### src/rtl/serial_subtractor_8bit_pkg.sv
// Shared definitions for the bit-serial subtractor.
//   state_t            : FSM states of the serial subtractor
//   SUB_DEFAULT_WIDTH  : default operand/result width
//   SUB_CNT_W          : bit-counter width for the default width
package sub_pkg;

  typedef enum logic [1:0] {
    IDLE = 2'd0,
    CALC = 2'd1,
    DONE = 2'd2
  } state_t;

  localparam int SUB_DEFAULT_WIDTH = 8;
  localparam int SUB_CNT_W         = $clog2(SUB_DEFAULT_WIDTH);

endpackage

### src/rtl/serial_subtractor_8bit_full_subtractor.sv
// Single full-subtractor bit cell, purely combinational.
//   x    : minuend bit
//   y    : subtrahend bit
//   bin  : borrow in
//   d    : difference bit, x - y - bin
//   bout : borrow out
module full_subtractor (
  input  logic x,
  input  logic y,
  input  logic bin,
  output logic d,
  output logic bout
);

  assign d    = x ^ y ^ bin;
  // Borrow when x=0,y=1, or when x==y and a borrow is propagating through.
  assign bout = (~x & y) | (~(x ^ y) & bin);

endmodule

### src/rtl/serial_subtractor_8bit.sv
// Bit-serial two's-complement subtractor: diff = a - b - b_in, LSB first,
// one bit per clock, with valid/ready handshakes on both sides.
//   clk, rst             : clock, asynchronous active-high reset
//   in_valid / in_ready  : operand handshake (a, b, b_in)
//   out_valid / out_ready: result handshake (diff, b_out, ovf, zero)
//   diff                 : a - b - b_in modulo 2^WIDTH
//   b_out                : final borrow (unsigned a < b + b_in)
//   ovf                  : signed overflow
//   zero                 : diff == 0
module serial_subtractor_8bit
  import sub_pkg::*;
#(
  parameter int WIDTH = SUB_DEFAULT_WIDTH
) (
  input  logic             clk,
  input  logic             rst,
  input  logic             in_valid,
  output logic             in_ready,
  input  logic [WIDTH-1:0] a,
  input  logic [WIDTH-1:0] b,
  input  logic             b_in,
  output logic             out_valid,
  input  logic             out_ready,
  output logic [WIDTH-1:0] diff,
  output logic             b_out,
  output logic             ovf,
  output logic             zero
);

  localparam int CNT_W = $clog2(WIDTH);
  localparam logic [CNT_W-1:0] CNT_LAST = CNT_W'(WIDTH - 1);

  state_t           state_r;
  state_t           next_state_s;
  logic [WIDTH-1:0] a_sh_r;
  logic [WIDTH-1:0] b_sh_r;
  logic [WIDTH-1:0] diff_r;
  logic [WIDTH-1:0] diff_nxt_s;
  logic [CNT_W-1:0] cnt_r;
  logic             borrow_r;
  logic             a_msb_r;
  logic             b_msb_r;
  logic             b_out_r;
  logic             ovf_r;
  logic             zero_r;
  logic             in_ready_r;
  logic             out_valid_r;
  logic             d_s;
  logic             nb_s;

  full_subtractor u_cell (
    .x    (a_sh_r[0]),
    .y    (b_sh_r[0]),
    .bin  (borrow_r),
    .d    (d_s),
    .bout (nb_s)
  );

  // The new difference bit enters at the MSB so the LSB-first stream lands in place.
  assign diff_nxt_s = {d_s, diff_r[WIDTH-1:1]};

  // Next-state logic of the handshake FSM.
  always_comb begin
    next_state_s = state_r;
    case (state_r)
      IDLE: begin
        if (in_valid && in_ready_r) begin
          next_state_s = CALC;
        end else begin
          next_state_s = IDLE;
        end
      end
      CALC: begin
        if (cnt_r == CNT_LAST) begin
          next_state_s = DONE;
        end else begin
          next_state_s = CALC;
        end
      end
      DONE: begin
        if (out_ready) begin
          next_state_s = IDLE;
        end else begin
          next_state_s = DONE;
        end
      end
      default: next_state_s = IDLE;
    endcase
  end

  // State, datapath and flag registers; handshake outputs are decoded from the next state.
  always_ff @(posedge clk or posedge rst) begin
    if (rst) begin
      state_r     <= IDLE;
      in_ready_r  <= 1'b1;
      out_valid_r <= 1'b0;
      a_sh_r      <= '0;
      b_sh_r      <= '0;
      diff_r      <= '0;
      cnt_r       <= '0;
      borrow_r    <= 1'b0;
      a_msb_r     <= 1'b0;
      b_msb_r     <= 1'b0;
      b_out_r     <= 1'b0;
      ovf_r       <= 1'b0;
      zero_r      <= 1'b0;
    end else begin
      state_r     <= next_state_s;
      in_ready_r  <= (next_state_s == IDLE);
      out_valid_r <= (next_state_s == DONE);
      case (state_r)
        IDLE: begin
          if (in_valid && in_ready_r) begin
            a_sh_r   <= a;
            b_sh_r   <= b;
            borrow_r <= b_in;
            cnt_r    <= '0;
            // Sign bits kept aside: the shift registers are consumed during CALC.
            a_msb_r  <= a[WIDTH-1];
            b_msb_r  <= b[WIDTH-1];
          end
        end
        CALC: begin
          a_sh_r   <= {1'b0, a_sh_r[WIDTH-1:1]};
          b_sh_r   <= {1'b0, b_sh_r[WIDTH-1:1]};
          diff_r   <= diff_nxt_s;
          borrow_r <= nb_s;
          cnt_r    <= cnt_r + CNT_W'(1);
          if (cnt_r == CNT_LAST) begin
            b_out_r <= nb_s;
            ovf_r   <= (a_msb_r != b_msb_r) && (d_s != a_msb_r);
            zero_r  <= (diff_nxt_s == '0);
          end
        end
        DONE: begin
        end
        default: begin
        end
      endcase
    end
  end

  assign in_ready  = in_ready_r;
  assign out_valid = out_valid_r;
  assign diff      = diff_r;
  assign b_out     = b_out_r;
  assign ovf       = ovf_r;
  assign zero      = zero_r;

endmodule

### config.mk
export PLATFORM = sky130hd
export DESIGN_NAME = serial_subtractor_8bit
export DESIGN_NICKNAME = d
export VERILOG_FILES = /design/src/rtl/serial_subtractor_8bit_pkg.sv /design/src/rtl/serial_subtractor_8bit_full_subtractor.sv /design/src/rtl/serial_subtractor_8bit.sv
export SDC_FILE = /design/constraint.sdc
export NUM_CORES = 1
export LEC_CHECK = 0
export BUFFER_PORTS_ARGS = -buffer_cell sky130_fd_sc_hd__buf_4
export CORE_MARGIN = 8
export CORE_UTILIZATION = 57
export DETAILED_ROUTE_END_ITERATION = 16
export GPL_TIMING_DRIVEN = 0
export PLACE_DENSITY = 0.83
export SLEW_MARGIN = 20
export SYNTH_ARGS = -nofsm -noshare
export SYNTH_HDL_FRONTEND = slang
export SYNTH_SLANG_ARGS = --single-unit
### constraint.sdc
create_clock -name clk -period 4 [get_ports clk]
set_clock_uncertainty 0.2 [all_clocks]
set_input_delay 0 -clock clk [delete_from_list [all_inputs] [get_ports clk]]
set_output_delay 0 -clock clk [all_outputs]
set_load 0.01 [all_outputs]
Word level (Yosys, flattened, before mapping) --
Cells that the tools add are included.
Word-level totals: register bits 37, latch bits 0, RAM bits 0, memory bits (read-only) 0, input bits 21, word-level logic and storage cells 49, memories 0
Cells by class: add/sub/neg operators 1, multiply operators 0, div/mod/pow operators 0, $lt $le $gt $ge 0, equal/unequal tests 7, shifts and indexed selects 0, multiplexer cells 12, bitwise operators 7, reductions and logical operators 9
Operator list (count):
- $pmux 8 s2 | 2
- $mux 8 | 2
- $logic_not 8->1 | 1
- $pmux 2 s3 | 1
- $pmux 3 s2 | 1
- $reduce_and 2->1 | 3
- $eq 2x2->1 const B | 2
- $logic_not 2->1 | 2
- $mux 2 | 2
- $add 3x1->3 const B | 1
- $eq 3x3->1 const B | 1
- $mux 3 | 1
- $and 1x1->1 | 2
- $eq 2x1->1 const B | 1
- $logic_and 1x1->1 | 2
- $mux 1 | 2
- $ne 1x1->1 | 2
- $ne 2x2->1 const B | 1
- $not 1->1 | 2
- $pmux 1 s2 | 1
- $reduce_bool 2->1 | 1
- $xor 1x1->1 | 2
- $or 1x1->1 | 1

Longest topological paths before layout --
Gate-level depths: netlist of the first run.
depth after elaboration 5, mapped depth 6, depth with buffers taken out 5

Cells and area by module --
A second synthesis of the first run with hierarchy kept.
Second synthesis, totals: cell total of the unflattened synthesis 141, area total of the unflattened synthesis 1627.8 sq um
By module, submodules not included:
- serial_subtractor_8bit | instances 1, cells each 137, area each 1596.5 sq um, seq. area each 927.1 sq um
- full_subtractor | instances 1, cells each 4, area each 31.3 sq um, seq. area each 0.0 sq um

Worst setup path after synthesis of the first run --
Ideal clock, no wire load.
path kind flip-flop to flip-flop, start point register in_ready_r, in the netlist in_ready, end point register a_msb_r, library setup time 0.127 ns, data arrival time 1.343 ns, data required time 3.673 ns, path slack 2.330 ns, stages on the path, launching flop included 4, path buffers 1, period minus slack after synthesis 1.670 ns, cells stage by stage dfstp_2 nor4bb_4 buf_6 mux2_1
Between the ends: longest elaborated chain between the ends 2
Ends and longest elaborated chain:
- start: declaration | RTL line serial_subtractor_8bit.sv:46 | logic in_ready_r;
- start signal: assignment | RTL line serial_subtractor_8bit.sv:109 | in_ready_r <= (next_state_s == IDLE);
- $logic_and 1x1->1 | RTL line serial_subtractor_8bit.sv:113 | if (in_valid && in_ready_r) begin
- $reduce_and 2->1 (no source line)
- end signal: assignment | RTL line serial_subtractor_8bit.sv:119 | a_msb_r <= a[WIDTH-1];
- end: declaration | RTL line serial_subtractor_8bit.sv:41 | logic a_msb_r;
Every way passes these cells. A chain may end at the register's enable or synchronous reset.

Final worst setup path of the first run --
start point register b_sh_r[0], end point register zero_r, in the netlist zero
Between the ends: longest elaborated chain between the ends 3
Ends and longest elaborated chain:
- start: declaration | RTL line serial_subtractor_8bit.sv:36 | logic [WIDTH-1:0] b_sh_r;
- start signal: assignment | RTL line serial_subtractor_8bit.sv:125 | b_sh_r <= {1'b0, b_sh_r[WIDTH-1:1]};
- $xor 1x1->1 (2 in a row) | RTL line serial_subtractor_8bit_full_subtractor.sv:15 | assign d = x ^ y ^ bin;
- via d_s | RTL line serial_subtractor_8bit.sv:48 | logic d_s;
- $logic_not 8->1 | RTL line serial_subtractor_8bit.sv:132 | zero_r <= (diff_nxt_s == '0);
- end signal: assignment | RTL line serial_subtractor_8bit.sv:132
- end: declaration | RTL line serial_subtractor_8bit.sv:45 | logic zero_r;
The timed path passes the listed nets, and every way through them passes these cells.

==> key figures, run 1 <==
Route
  • Initial DRC count: 59
  • DR vias/cell: 5.61
  • DRT Pass-1 Iters: 4
  • DRC: 0
  • WL final: 3810 um
  • DR vias: 1,307
  • Antenna-violating nets left: 0
  • Wire length per cell: 16.3 um

Critical path
  • Cell Chain, Critical Path: inv_1 > fa_1 > nor4_1 > nand2_1 > o21ai_0
  • Critical Path Start Type: register
  • R2r startpoint: b_sh_r[0]
  • Crit-path slowest cell: fa_1
  • Crit Path Class: reg -> reg
  • Critical-path maximum fanout: 4
  • Cell family with most CP delay: adder cells
  • Worst EP arrival: 1870 ps
  • RR Endpoint: zero
  • Reg2Reg Setup Slack: 2200 ps
  • Worst reg2reg path depth: 5
  • Worst path required time: 4060 ps
  • CP Capture Type: register
  • CP bufs+invs: 1
  • Largest stage delay, worst path: roughly 540 ps

Logic synthesis
  • FF+latch count, synth: 37
  • Sequential share of the synthesized area: 57.0%
  • Gate Count Post-Synth: roughly 140
  • Top-count cell post-synth: dfrtp_1
  • Main synth FF type: dfrtp_1
  • Syn avg cell area: 11.5 um^2
  • Yosys top cell area share: 55.4%
  • Cell accounting for the most synthesized area: dfrtp_1
  • Top cells by area, synth: dfrtp_1 (55%), nand2_1 (8.1%), a22o_1 (7.5%)
  • Post-synth EDFFs: 0
  • Yosys warns: 0
  • Count of cell types in the netlist: 29
  • Synth cell count leaders: dfrtp_1 (36), nand2_1 (35), a22o_1 (14)
  • Post-Syn Area: 0.00163 mm^2
  • Asr flop ratio synth: 100%
  • Syn nets: 165

Finish
  • Layout cells sized above 1: 26.2%
  • Nets: around 230
  • Diode count: 0
  • Area growth from synthesis to final layout: 35.2%

Global route
  • Total GRT Usage: 16.1%
  • Global-route wire length before repair: ~6400 um
  • Vias in the first global route: around 1,300
  • Initial antenna violation count: 0
  • Overflow after GRT: 0
  • Largest net degree at the start of global routing: 38

Flow run
  • Max-capacitance violation count: 0

Worst hold path
  • Hold Path Class: in -> async

Clock network
  • CTS tree: done
  • Number of post-CTS setup repair buffers: 0
  • Clk_lat worst skew: between 300 and 400 ps
  • CTS resizes: 0
  • Clk slew on worst S/H paths: 110 ps
  • Sink Count: 37
  • CTS root buf: clkbuf_4
  • Hold_buf cts: 20
  • CTS buffer count: 5
  • Htree depth: 2
  • Clock buffer depth: 2

Timing
  • Final setup viols: 0
  • Setup TNS: 0 ps
  • Minimum clock period: 1800 ps
  • Slew Limit Fails: 0
  • Worst Tran Pin Value: 750 ps
  • Slew margin rel.: 49.9%
  • Max Freq: 0.554 GHz
  • Hold Slack: 150 ps
  • RSZ-0062 raised after global routing: no
  • Hold Fails Final Rpt: 0
  • Tcrit/Tclk final: 45.1%

Floorplan
  • Die area: between 0.004 and 0.005 mm^2
  • Starting Density: 59.5%
  • Site Rows: 19
  • Die W: 69.4 um
  • Core region area: 0.00273 mm^2
  • Die H: ~69 um
  • IO Pins: 34

Power and ir drop
  • Cell Pwr Density: 735 mW/mm^2
  • VDD IR max: 547 uV
  • Leak: 1.18 nW

Status
  • Status: complete, no violations

Placement
  • Port bufs: 33
  • DP HPWL: 2480 um
  • Final RePlAce weighted congestion: 0.770
## sequential cells by signal, summed over array words and instances, names as in the netlist
signal	cells
borrow_r	1
ovf	1
in_ready	1
a_msb_r	1
b_sh_r	8
state_r	2
cnt_r	3
out_valid	1
b_msb_r	1
b_out	1
a_sh_r	8
diff	8
zero	1
## cell usage in the layout (no fill, tap or decap), drive strengths merged
cell type    Yosys  final
clkbuf           0      7
ha               2      2
mux2             3      3
a22oi            2      2
and3b            1      1
inv              3      3
nand2b           1      1
dlygate4sd3      0     20
buf              7     40
o2bb2ai          2      2
and2             2      2
a21o            12     12
nor2             3      3
a221o            1      1
o21bai           2      2
a22o            14     14
nor4             2      2
nand2           35     35
o21ai            5      5
nor2b            3      3
dfrtp           36     36
bufinv           0      1
nand3b           1      1
fa               1      1
a21oi            1      1
dfstp            1      1
nor4bb           1      1
## worst min-delay path, delay by kind of cell
| family | cells | cell delay [ps] |
|---|---|---|
| buffers and inverters | 3 | 1200 |
## kinds of logic after synthesis
logic type / count (synthesis) / share of synthesized area (%)
AOI/OAI and AO/OA: 39 / 18.7
adders and majority gates: 3 / 2.77
buffers and inverters: 10 / 4.92
DFF: 37 / 57.0
muxes: 3 / 2.08
and+or+nand+nor: 49 / 14.5
## where the power goes
group | switching [mW] | leakage, nW | internal [mW]
registers | 0.108 | 0.477 | 0.533
logic | 0.353 | 0.654 | 0.353
clock network | 0.120 | 0.0455 | 0.149
## through the flow
stage / instances / setup WS, ps / util [%] / power [mW] / instance area, um^2
2_1_floorplan: 141 / 2330 / - / 1.10 / 1630
3_3_place_gp: 205 / 2270 / 70.0 / 1.29 / 1910
3_5_place_dp: 205 / 2230 / 70.0 / 1.33 / 1910
4_1_cts: 233 / 2220 / 80.4 / 1.61 / 2200
5_1_grt: 233 / 2030 / 80.4 / 1.72 / 2200
6_report: 233 / 2200 / 80.4 / 1.62 / 2200
## how the worst max path moves through the flow
stage               cells after the start       from  slack [ps]       to
CTS                                     5  b_sh_r[0]        2220     zero
finish                                  5  b_sh_r[0]        2200     zero
global placement                        5  b_sh_r[0]        2270     zero
detailed placement                      5  b_sh_r[0]        2230     zero
global route                            5  b_sh_r[0]        2030     zero
floorplan                               3   in_ready        2330  a_msb_r
## per-layer routing
metal  track usage [%]  up-vias  routed length (um)
met5                 0        -                   0
met3              4.01        9                 160
met4              7.06        0                  89
met1              18.9      658                1590
li1                  -      612                   -
met2              27.0       28                1970
## final cells by class
| cell class | instances | area, um^2 |
|---|---|---|
| sequential | 37 | 927 |
| multi-input combinational | 94 | 619 |
| fill | 163 | 536 |
| timing repair buffer | 53 | 448 |
| buffer | 7 | 68.8 |
| clock buffer | 7 | 55.1 |
| tap | 31 | 38.8 |
| clock inverter | 1 | 30.0 |
| inverter | 3 | 11.3 |
Note: power is estimated with default switching activity, not from simulation.
==> run 2, diff against run 1 <==
--- a/config.mk
+++ b/config.mk
@@ -7,10 +7,10 @@
 export LEC_CHECK = 0
 export BUFFER_PORTS_ARGS = -buffer_cell sky130_fd_sc_hd__buf_4
 export CORE_MARGIN = 8
-export CORE_UTILIZATION = 57
+export CORE_UTILIZATION = 53
 export DETAILED_ROUTE_END_ITERATION = 16
 export GPL_TIMING_DRIVEN = 0
-export PLACE_DENSITY = 0.83
+export PLACE_DENSITY = 0.78
 export SLEW_MARGIN = 20
 export SYNTH_ARGS = -nofsm -noshare
 export SYNTH_HDL_FRONTEND = slang
==> constraint.sdc (replaced) <==
create_clock -name clk -period 1.8 [get_ports clk]
set_clock_uncertainty 0.2 [all_clocks]
set_input_delay 0 -clock clk [delete_from_list [all_inputs] [get_ports clk]]
set_output_delay 0 -clock clk [all_outputs]
set_load 0.01 [all_outputs]
==> key figures, run 2 (synthesis results as in run 1) <==
Critical path
  • Crit path capture: b_msb_r
  • Critical-path maximum fanout: 10
  • Reg2Reg Setup Slack: ~94 ps
  • R2r startpoint: state_r[1]
  • Crit Path Class: reg -> reg
  • Worst EP arrival: between 1500 and 2000 ps
  • Worst reg2reg path depth: 3
  • Worst path required time: 1810 ps
  • First element of the critical path: state_r[1]
  • CP Capture Type: register
  • Critical Path Start Type: register
  • RR Endpoint: b_msb_r

Placement
  • Final RePlAce weighted congestion: 0.779
  • Cells after DPL: just over 200
  • Post-Place Cell Area: 0.00192 mm^2
  • Port bufs: 33
  • DP HPWL: 2250 um
  • DP Worst Slack: 7.83 ps

Route
  • DRC: 0
  • Wire length per cell: 13.9 um
  • Antenna-violating nets left: 0
  • DRT Pass-1 Iters: 4
  • Initial DRC count: 42
  • DR vias: 1,263
  • DR vias/cell: 5.33
  • WL final: 3310 um

Floorplan
  • Die area: slightly above 0.005 mm^2
  • Site Rows: 20
  • IO Pins: 34
  • Core region area: 0.00298 mm^2
  • Die W: 71.4 um
  • Die H: 71.4 um
  • Starting Density: a little over half

Finish
  • Most frequent cells in the layout: nand2_1 (35), buf_4 (35), dfrtp_1 (35)
  • Area growth from synthesis to final layout: 35.5%
  • FF/Latch Area: 928 um^2
  • Area taken by multi-input logic gates: 637 um^2
  • Nets: about 230
  • Layout cells sized above 1: ~28%
  • Filler cells: 214
  • Post-Layout Cell Count: between 200 and 250
  • Finished Cell Area: 0.00220 mm^2

Timing
  • Worst Tran Pin Value: 742 ps
  • Tcrit/Tclk final: 94.8%
  • Slew margin rel.: 50.4%
  • Hold Fails Final Rpt: 0
  • Minimum clock period: 1710 ps
  • Setup TNS: 0 ps
  • PnR worst setup slack: 94.1 ps
  • Slew Limit Fails: 0
  • Final setup viols: 0
  • Max Freq: around 0.6 GHz

Flow run
  • Max-capacitance violation count: 0

Power and ir drop
  • Switching Share: between 30% and 40%
  • Cell Pwr Density: 1570 mW/mm^2
  • Flop pwr share: 41.4%
  • Int Pwr: 2.21 mW
  • NetSw: 1.24 mW
  • Combinational share of power: 45.7%
  • Pwr Total: 3.45 mW
  • Leak: 1.17 nW
  • Clock power frac: around 13%
  • VDD IR max: 847 uV

Status
  • Status: complete, no violations

Global route
  • Total GRT Usage: 14.2%
  • Overflow after GRT: 0
  • Largest net degree at the start of global routing: 38
  • Initial antenna violation count: 0
  • Vias in the first global route: ~1,400
  • Global-route wire length before repair: 5870 um

Clock network
  • Clk slew on worst S/H paths: 110 ps
  • CTS root buf: clkbuf_4
  • Htree depth: 2
  • Clock buffer depth: 2
  • CTS tree: done
  • CTS buffer count: 5
  • Clk_lat worst skew: 340 ps
  • Sink Count: 37

Worst hold path
  • Hold Path Class: in -> async
==> run 2: metal layers <==
metal | track usage, % | share of wire, %
met1 | 16.1 | 43
met2 | 23.5 | 50
met5 | 0 | 0
met3 | 5.02 | 5.6
met4 | 6.47 | 1.5
==> run 2: metrics by stage <==
step | util (%) | hold WS [ps]
after floorplan | - | -67.4
after global placement | 64.3 | 32.2
after detailed placement | 64.3 | -18.4
after CTS | 73.2 | 174
after global routing | 73.9 | 201
final | 74.0 | 131
==> run 2: worst min-delay path by stage <==
stage / cells past startpoint / slack [ps] / to
floorplan: 1 / -70 / a_sh_r[7]
global placement: 2 / 30 / a_sh_r[7]
detailed placement: 2 / -20 / b_sh_r[3]
CTS: 3 / 170 / b_sh_r[3]
global route: 3 / 200 / diff[0]
finish: 3 / 130 / b_sh_r[4]
==> run 2: layout make-up <==
cell class | count | area share (%)
Tap cell | 33 | 1.87
Inverter | 3 | 0.511
Sequential cell | 37 | 42.1
Clock buffer | 8 | 2.67
Timing Repair Buffer | 54 | 20.7
Buffer | 7 | 3.12
Antenna cell | 1 | 0.114
Multi-Input combinational cell | 94 | 28.9
==> run 2: repair_timing <==
item	CTS	global route
endpoints found under the setup margin	1	3
pin swaps	0	2
endpoints found under the hold margin	58	0
buffers inserted	0	1
gates resized for setup	1	4
hold buffers	20	0
==> run 2: critical path: stages (launching register included) <==
cell,delay (ps)
dfrtp_2,500
nor4bb_4,380
buf_6,190
mux2_1,320
==> run 2: power groups by stage <==
| stage | Combinational, mW | Sequential (mW) | Clock [mW] |
|---|---|---|---|
| after floorplan | 1.02 | 1.43 | 0 |
| after global placement | 1.46 | 1.41 | 0 |
| after detailed placement | 1.50 | 1.43 | 0 |
| after CTS | 1.55 | 1.42 | 0.460 |
| after global routing | 1.76 | 1.47 | 0.493 |
| final | 1.58 | 1.43 | 0.446 |
==> run 3, diff against run 2 <==
--- a/config.mk
+++ b/config.mk
@@ -11,7 +11,9 @@
 export DETAILED_ROUTE_END_ITERATION = 16
 export GPL_TIMING_DRIVEN = 0
 export PLACE_DENSITY = 0.78
+export SETUP_SLACK_MARGIN = 0.5
 export SLEW_MARGIN = 20
 export SYNTH_ARGS = -nofsm -noshare
 export SYNTH_HDL_FRONTEND = slang
 export SYNTH_SLANG_ARGS = --single-unit
+export TNS_END_PERCENT = 20
==> key figures, run 3 (synthesis results as in run 1) <==
Status
  • Status: complete, no violations

Route
  • Wire length per cell: 19.0 um
  • WL final: 4820 um
  • Antenna-violating nets left: 0
  • DRT Pass-1 Iters: 4
  • DRC: 0
  • Initial DRC count: 149
  • DR vias/cell: 5.70
  • DR vias: 1,443

Clock network
  • Sink Count: 37
  • Clk_lat worst skew: between 300 and 400 ps
  • Htree depth: 2
  • CTS root buf: clkbuf_4
  • CTS buffer count: 5
  • Clock buffer depth: 2
  • CTS tree: done
  • Clk slew on worst S/H paths: 120 ps

Critical path
  • Crit Path Class: reg -> reg
  • Worst EP arrival: 1790 ps
  • Critical-path maximum fanout: 6
  • Worst path required time: 1900 ps
  • Crit-path slowest cell: dfrtp_1
  • CP Capture Type: register
  • CP dominant cell by count: buf_6
  • CP bufs+invs: 3
  • Critical Path Start Type: register
  • Cell Chain, Critical Path: buf_6 > nor4bb_4 > buf_4 > buf_6 > a22o_1 > a21o_1
  • Largest stage delay, worst path: 400 ps
  • Cell family with most CP delay: buffers and inverters

Placement
  • Port bufs: 33
  • DP HPWL: approximately 2300 um
  • Final RePlAce weighted congestion: around 0.75

Timing
  • Slew margin rel.: 48.4%
  • Worst Tran Pin Value: 772 ps
  • RSZ-0062 raised after global routing: yes
  • Setup TNS: 0 ps
  • Hold Fails Final Rpt: 0
  • Minimum clock period: 1690 ps
  • Max Freq: ~0.59 GHz
  • Tcrit/Tclk final: 94.1%
  • Final setup viols: 0
  • Slew Limit Fails: 0

Global route
  • Initial antenna violation count: 0
  • Largest net degree at the start of global routing: 38
  • Overflow after GRT: 0
  • Global routing met2 resource utilization: 28.3%
  • Gr busiest metal: met2
  • Total GRT Usage: 16.3%
  • Met1 Usage GRT: 17.9%
  • Vias in the first global route: 1,427
  • Global-route wire length before repair: between 6000 and 7000 um
  • Global Route met3 Usage: 5.58%

Finish
  • Nets: 243
  • FF/Latch Area: 928 um^2
  • Area taken by multi-input logic gates: 706 um^2
  • Diode count: 0
  • Area growth from synthesis to final layout: 51.6%
  • Layout cells sized above 1: approximately 40%
  • Most common cell after layout, fill and taps aside: buf_4
  • Filler cells: 157
  • Most frequent cells in the layout: buf_4 (45), nand2_1 (35), dfrtp_1 (35)

Floorplan
  • IO Pins: 34
  • Die H: 71.4 um
  • Starting Density: 54.6%
  • Site Rows: 20
  • Die area: 0.00510 mm^2
  • Core region area: approximately 0.0030 mm^2
  • Die W: 71.4 um

Flow run
  • Max-capacitance violation count: 0

Power and ir drop
  • Pwr Total: 4.32 mW
  • Cell Pwr Density: 1750 mW/mm^2
  • Leak: approximately 1.3 nW
  • VDD IR max: 975 uV

Worst hold path
  • Hold Path Class: in -> reg
-- run 3: through the flow --
stage	setup slack, ps	std cells	util (%)	hold slack (ps)	cell area (um^2)
finish	106	253	82.8	9.46	2470
global placement	136	207	64.6	33.6	1920
CTS	177	241	77.1	9.66	2300
detailed placement	116	207	64.6	-7.00	1920
global route	79.7	253	82.8	32.8	2470
floorplan	228	141	-	-67.4	1630
-- run 3: worst reg2reg max path, stage by stage (launching register included) --
cell and delay (ps):
dfrtp_1 400, buf_6 140, nor4bb_4 330, buf_4 190
buf_6 110, a22o_1 150, a21o_1 110
-- run 3: cell type report --
class	instances	area share [%]
flip-flops and latches	37	37.6
multi-input cells	95	28.6
repair buffers	70	24.5
plain buffers	7	2.94
clock inverters	3	2.64
well taps	33	1.67
clock buffers	5	1.52
inverters	3	0.457
-- run 3: repair_timing --
action,CTS,global route
endpoints found under the hold margin,58,0
setup buffers,6,10
pin swaps,3,8
hold buffers,19,0
cloned,1,2
gates resized for setup,7,19
endpoints found under the setup margin,37,37
-- run 3: worst paths after layout --
| kind | from | end | slack, ps | cells after the start |
|---|---|---|---|---|
| max in group asynchronous | rst | state_r[1] | 740 | 3 |
| hold / removal | in_valid | a_sh_r[6] | 9 | 5 |
| min in group asynchronous | rst | a_sh_r[2] | 130 | 3 |
| setup / recovery | state_r[0] | a_sh_r[1] | 110 | 6 |
| setup reg to reg | state_r[0] | a_sh_r[1] | 110 | 6 |
| hold reg to reg | diff[0] | diff[0] | 290 | 2 |
-- run 3: routing by layer --
metal | up-vias | share of wire, % | routed length [um]
met4 | 0 | 2.6 | 124
met5 | - | 0 | 0
met2 | 62 | 51 | 2460
li1 | 651 | - | -
met1 | 716 | 39 | 1890
met3 | 14 | 7.0 | 335
-- run 3: power by group --
part | internal [mW] | switching (mW)
sequential | 1.19 | 0.280
combinational | 1.13 | 0.997
clock | 0.430 | 0.302
